**config.mk**
```make
export PLATFORM = sky130hd
export DESIGN_NAME = ace_audio_mixer
export DESIGN_NICKNAME = d
export VERILOG_FILES = /design/src/rtl/ace_audio_pkg.sv /design/src/rtl/beeper_lpf.sv /design/src/rtl/ace_audio_mixer.sv
export SDC_FILE = /design/constraint.sdc
export NUM_CORES = 1
export LEC_CHECK = 0
export CAP_MARGIN = 0
export CORE_UTILIZATION = 30
export CTS_CLUSTER_DIAMETER = 50
export DETAILED_ROUTE_END_ITERATION = 16
export DONT_BUFFER_PORTS = 1
export GPL_ROUTABILITY_DRIVEN = 0
export GPL_TIMING_DRIVEN = 0
export SLEW_MARGIN = 25
export SYNTH_ARGS = -nofsm -noshare
export SYNTH_HDL_FRONTEND = slang
export SYNTH_HIERARCHICAL = 1
export SYNTH_SLANG_ARGS = --single-unit
```
**constraint.sdc**
```tcl
create_clock -name clk -period 8.4 [get_ports clk]
set_clock_uncertainty 0.05 [all_clocks]
set_input_delay 1.68 -clock clk [delete_from_list [all_inputs] [get_ports clk]]
set_output_delay 1.68 -clock clk [all_outputs]
set_load 0.005 [all_outputs]
```
**src/rtl/ace_audio_pkg.sv**
```systemverilog
// Shared widths, default beeper weights and helpers for the Jupiter ACE audio mixer.
package ace_audio_pkg;

    localparam int unsigned RAW_W = 17;
    localparam int unsigned SUM_W = 18;
    localparam int unsigned PCM_W = 16;
    localparam int unsigned AYX_W = 13;

    localparam logic [15:0] DEF_SPK_W = 16'd7168;
    localparam logic [15:0] DEF_EAR_W = 16'd896;
    localparam logic [15:0] DEF_MIC_W = 16'd127;

    localparam logic [PCM_W-1:0] PCM_MAX = 16'h7FFF;

    typedef struct packed {
        logic [AYX_W-1:0] a13;
        logic [AYX_W-1:0] b13;
        logic [AYX_W-1:0] c13;
        logic             mono;
    } ay_stage_t;

    // Replicating the top bits makes FF map to full scale 8191.
    function automatic logic [AYX_W-1:0] ay_expand(input logic [7:0] lvl);
        return {lvl, lvl[7:3]};
    endfunction

    function automatic logic [PCM_W-1:0] sat_pcm(input logic [SUM_W-1:0] v);
        if (v > {2'b00, PCM_MAX}) begin
            return PCM_MAX;
        end else begin
            return v[PCM_W-1:0];
        end
    endfunction

endpackage

```
**src/rtl/beeper_lpf.sv**
```systemverilog
// Beeper level generator with a snap-to-target IIR low-pass that removes clicks.
module beeper_lpf
    import ace_audio_pkg::*;
#(
    parameter logic [15:0] SPK_W      = DEF_SPK_W,
    parameter logic [15:0] EAR_W      = DEF_EAR_W,
    parameter logic [15:0] MIC_W      = DEF_MIC_W,
    parameter int unsigned FILT_SHIFT = 2
) (
    input  logic             clk,
    input  logic             reset_n,
    input  logic             en,
    input  logic             spk,
    input  logic             ear_s,
    input  logic             mic,
    output logic [RAW_W-1:0] acc
);

    localparam logic signed [SUM_W-1:0] SNAP_LIM = 18'sd1 <<< FILT_SHIFT;

    logic [RAW_W-1:0]        raw_s;
    logic signed [SUM_W-1:0] diff_s;
    logic signed [SUM_W-1:0] mag_s;
    logic signed [SUM_W-1:0] step_s;
    logic [RAW_W-1:0]        acc_nxt_s;
    logic [RAW_W-1:0]        acc_r;

    // Target level and next accumulator; snapping once within a step lets it settle exactly.
    always_comb begin
        raw_s  = (spk   ? {1'b0, SPK_W} : 17'd0)
               + (ear_s ? {1'b0, EAR_W} : 17'd0)
               + (mic   ? {1'b0, MIC_W} : 17'd0);
        diff_s = $signed({1'b0, raw_s}) - $signed({1'b0, acc_r});
        mag_s  = diff_s[SUM_W-1] ? -diff_s : diff_s;
        step_s = diff_s >>> FILT_SHIFT;
        if ((FILT_SHIFT == 32'd0) || (mag_s < SNAP_LIM)) begin
            acc_nxt_s = raw_s;
        end else begin
            acc_nxt_s = acc_r + RAW_W'(step_s);
        end
    end

    // Accumulator advances only on the sample strobe.
    always_ff @(posedge clk or negedge reset_n) begin
        if (!reset_n) begin
            acc_r <= '0;
        end else if (en) begin
            acc_r <= acc_nxt_s;
        end
    end

    assign acc = acc_r;

endmodule

```
**src/rtl/ace_audio_mixer.sv**
```systemverilog
// Three-stage sample-strobed mixer: beeper filter + AY expand, channel sum, saturate/mute.
module ace_audio_mixer
    import ace_audio_pkg::*;
#(
    parameter logic [15:0] SPK_W      = DEF_SPK_W,
    parameter logic [15:0] EAR_W      = DEF_EAR_W,
    parameter logic [15:0] MIC_W      = DEF_MIC_W,
    parameter int unsigned FILT_SHIFT = 2
) (
    input  logic             clk,
    input  logic             reset_n,
    input  logic             sample_en,
    input  logic             spk,
    input  logic             mic,
    input  logic             ear,
    input  logic [7:0]       ay_a,
    input  logic [7:0]       ay_b,
    input  logic [7:0]       ay_c,
    input  logic             mono,
    input  logic             mute,
    output logic [PCM_W-1:0] audio_l,
    output logic [PCM_W-1:0] audio_r,
    output logic             audio_valid
);

    logic             ear_meta_r;
    logic             ear_sync_r;
    logic             s1_vld_r;
    logic             s2_vld_r;
    logic             out_vld_r;
    ay_stage_t        ay_r;
    logic [RAW_W-1:0] beep_s;
    logic [SUM_W-1:0] mix_l_s;
    logic [SUM_W-1:0] mix_r_s;
    logic [SUM_W-1:0] mix_l_r;
    logic [SUM_W-1:0] mix_r_r;
    logic [PCM_W-1:0] pcm_l_s;
    logic [PCM_W-1:0] pcm_r_s;
    logic [PCM_W-1:0] audio_l_r;
    logic [PCM_W-1:0] audio_r_r;

    // Two-flop synchroniser for the asynchronous EAR pin.
    always_ff @(posedge clk or negedge reset_n) begin
        if (!reset_n) begin
            ear_meta_r <= 1'b0;
            ear_sync_r <= 1'b0;
        end else begin
            ear_meta_r <= ear;
            ear_sync_r <= ear_meta_r;
        end
    end

    beeper_lpf #(
        .SPK_W      (SPK_W),
        .EAR_W      (EAR_W),
        .MIC_W      (MIC_W),
        .FILT_SHIFT (FILT_SHIFT)
    ) u_lpf (
        .clk     (clk),
        .reset_n (reset_n),
        .en      (sample_en),
        .spk     (spk),
        .ear_s   (ear_sync_r),
        .mic     (mic),
        .acc     (beep_s)
    );

    // Stage 1: capture expanded AY levels and the mode alongside the filter update.
    always_ff @(posedge clk or negedge reset_n) begin
        if (!reset_n) begin
            s1_vld_r <= 1'b0;
            ay_r     <= '0;
        end else begin
            s1_vld_r <= sample_en;
            if (sample_en) begin
                ay_r.a13  <= ay_expand(ay_a);
                ay_r.b13  <= ay_expand(ay_b);
                ay_r.c13  <= ay_expand(ay_c);
                ay_r.mono <= mono;
            end
        end
    end

    // Stage 2 sums: ACB stereo puts C in both channels.
    always_comb begin
        if (ay_r.mono) begin
            mix_l_s = {1'b0, beep_s} + SUM_W'(ay_r.a13) + SUM_W'(ay_r.b13) + SUM_W'(ay_r.c13);
            mix_r_s = mix_l_s;
        end else begin
            mix_l_s = {1'b0, beep_s} + SUM_W'(ay_r.a13) + SUM_W'(ay_r.c13);
            mix_r_s = {1'b0, beep_s} + SUM_W'(ay_r.b13) + SUM_W'(ay_r.c13);
        end
    end

    // Stage 2 registers.
    always_ff @(posedge clk or negedge reset_n) begin
        if (!reset_n) begin
            s2_vld_r <= 1'b0;
            mix_l_r  <= '0;
            mix_r_r  <= '0;
        end else begin
            s2_vld_r <= s1_vld_r;
            if (s1_vld_r) begin
                mix_l_r <= mix_l_s;
                mix_r_r <= mix_r_s;
            end
        end
    end

    // Stage 3 saturation; mute is deliberately sampled here, not at stage 1.
    always_comb begin
        if (mute) begin
            pcm_l_s = 16'd0;
            pcm_r_s = 16'd0;
        end else begin
            pcm_l_s = sat_pcm(mix_l_r);
            pcm_r_s = sat_pcm(mix_r_r);
        end
    end

    // Output registers hold between valids.
    always_ff @(posedge clk or negedge reset_n) begin
        if (!reset_n) begin
            out_vld_r <= 1'b0;
            audio_l_r <= '0;
            audio_r_r <= '0;
        end else begin
            out_vld_r <= s2_vld_r;
            if (s2_vld_r) begin
                audio_l_r <= pcm_l_s;
                audio_r_r <= pcm_r_s;
            end
        end
    end

    assign audio_l     = audio_l_r;
    assign audio_r     = audio_r_r;
    assign audio_valid = out_vld_r;

endmodule

```
==> impl_metrics.env <==
export IMPL_synth_area_leaders="dfrtp_1, ha_1, fa_1, mux2_2, nor2_1"
export IMPL_crit_path_start="mic"
export IMPL_rsz0062_at_grt="no"
export IMPL_rows=65
export IMPL_ys_seq_elements=115
export IMPL_maxCapViolations=0
export IMPL_fin_setup_tns_ns=0
export IMPL_dieArea_sq_um=32900
export IMPL_wl_per_cell_um=16.9
export IMPL_syn_to_final_growth_pct=11.5
export IMPL_synth_cell_types=85
export IMPL_met1_usage=0.203
export IMPL_cts_htree_levels=4
export IMPL_hold_path_class="flop to flop"
export IMPL_cts_sinks=115
export IMPL_final_util=0.341
export IMPL_postCtsHoldBufs=0
export IMPL_wl_um=25600
export IMPL_cts_root_buffer="clkbuf_16"
export IMPL_slowest_delay_ns=0.47
export IMPL_syn_nets=1224
export IMPL_num_vias=7754
export IMPL_synth_flop_cell="dfrtp_1"
export IMPL_syn_area_sq_um=9670
export IMPL_min_period_over_period=0.687
export IMPL_grt_first_pass_wirelength_um=41500
export IMPL_drtPass1Iterations=4
export IMPL_critical_path_cell_chain="inv_1, ha_1, inv_1, fa_1, a21o_1, a221o_1, a211o_1, a211oi_2, nor2_1, ha_1, and2_1, a221o_1, a31oi_1, o21ai_0, a41oi_1, nand2_1, mux2_2, o21ai_0, a21oi_1"
export IMPL_post_cts_resized=0
export IMPL_final_common_cell="nor2_1"
export IMPL_min_from="ear_meta_r"
export IMPL_synth_cells=1081
export IMPL_synth_top_area_share=0.298
export IMPL_critPathLaunchType="input pin"
export IMPL_yosysWarnings=6
export IMPL_busiest_layer="met2"
export IMPL_cts_buffers=17
export IMPL_place_area_sq_um=10200
export IMPL_relSlewSlack=0.572
export IMPL_via_per_inst=5.11
export IMPL_start_util=0.306
export IMPL_grt_usage=0.161
export IMPL_design_area_sq_um=10800
export IMPL_avgSynthCellArea_sq_um=8.94
export IMPL_cts_buffer_depth=2
export IMPL_path_buf_inv=2
export IMPL_worstSetupPathType="input pin to flop"
export IMPL_synth_edf_count=0
export IMPL_die_h_um=182
export IMPL_dpl_hpwl_um=20500
export IMPL_cpMaxStageDelayCell="fa_1"
export IMPL_portBuffers=0
export IMPL_antenna_found_initial=7
export IMPL_whs_path_depth=0
export IMPL_synth_top_area_cell="dfrtp_1"
export IMPL_crit_required_ns=8.65
export IMPL_holdWs_ns=0.312
export IMPL_layout_common_cells="nor2_1, dfrtp_1, inv_1, ha_1, a21oi_1"
export IMPL_hold_viol=0
export IMPL_coreArea_sq_um=31600
export IMPL_cts_clk_slew_worst_paths_ns=0.06
export IMPL_async_reset_ff_frac=1.00
export IMPL_postRouteAntennaNets=0
export IMPL_r2r_start="u_lpf/acc[1]"
export IMPL_pin_count=65
export IMPL_drive_above_1_share=0.0970
export IMPL_endpoint_kind="flop"
export IMPL_setup_viol=0
export IMPL_outcome="finished, final reports clean"
export IMPL_fin_crit_ns=5.77
export IMPL_max_freq_ghz=0.173
export IMPL_use_met2=0.270
export IMPL_post_route_drc_count=0
export IMPL_fp_dieW_um=182
export IMPL_rr_worst_depth=18
export IMPL_drv_slew=0
export IMPL_post_cts_buffers=0
export IMPL_ys_seq_area_frac=0.298
export IMPL_worstPathArrival_ns=6.02
export IMPL_drt_initial_drc_count=517
export IMPL_grt_max_degree=116
export IMPL_grt_pass1_vias=7735
export IMPL_worstPathMaxFanout=14
export IMPL_crit_cells=19
export IMPL_worst_pin_slew_ns=0.642
export IMPL_overflow=0
export IMPL_use_met3=0.0413
export IMPL_clk_insertion_delay_late_ns=0.42
export IMPL_cts_tree="done"
export IMPL_cp_top_family="compound AO/OA/AOI/OAI gates"
export IMPL_final_nets=1243
[synthesized netlist by cell type (6+ instances only)]
cell	instances
buf_1	6
nor3_1	23
nand3_1	17
nand4_1	8
fa_1	32
o21ai_1	9
a21oi_1	75
nor2b_1	16
inv_1	93
o21ai_0	62
a211oi_1	14
a21o_1	22
nand2_1	54
o21a_1	20
a31oi_1	13
mux2i_1	16
or3_1	6
o22a_1	9
nor2_1	130
clkbuf_1	26
xor2_1	33
mux2_2	44
dfrtp_1	115
o211ai_1	8
xnor2_1	33
nand2b_1	11
ha_1	79
[area by class of cell]
type / instances / area (sq um)
clock buffers: 17 / 425
plain buffers: 38 / 165
multi-input cells: 835 / 6270
inverters: 93 / 349
diodes: 3 / 7.51
fillers: 3222 / 20900
well taps: 402 / 503
clock inverters: 15 / 171
flip-flops and latches: 115 / 2880
[logic make-up after synthesis]
logic type / share of synthesized area
AO/OA/AOI/OAI: 0.200
XOR/XNOR: 0.0615
adder cells (fa/ha/maj): 0.169
buffers and inverters: 0.0532
flip-flops: 0.298
multiplexers: 0.0702
AND/OR/NAND/NOR: 0.149
[worst paths after layout]
kind	to	slack (ns)
worst min register to register	ear_sync_r	0.31
worst min-delay path	ear_sync_r	0.31
worst max register to register	mix_l_r[14]	3.23
min in group asynchronous	audio_l[7]	0.90
max in group asynchronous	ay_r[33]	7.23
worst max-delay path	u_lpf/acc[16]	2.63
[layer usage]
layer	wire, um	share of wire
met1	11900	0.47
met5	69	0.0027
met4	401	0.016
met3	1230	0.048
met2	12000	0.47
[sequential cells by signal (all words and copies together), names as in the netlist]
name and count:
audio_l 16, audio_r 16, audio_valid 1, ay_r 25, ear_meta_r 1, ear_sync_r 1
mix_l_r 18, mix_r_r 18, s1_vld_r 1, s2_vld_r 1, u_lpf/acc 17
[through the flow]
step           setup slack [ns]  cells
6_report                   2.63   1518
5_1_grt                    2.35   1515
4_1_cts                    2.70   1515
3_5_place_dp               2.27   1483
3_3_place_gp               2.31   1483
2_1_floorplan              2.75   1081
Power is not shown: default switching activity piles up to over one toggle a cycle in this logic, so the estimate is an artifact.
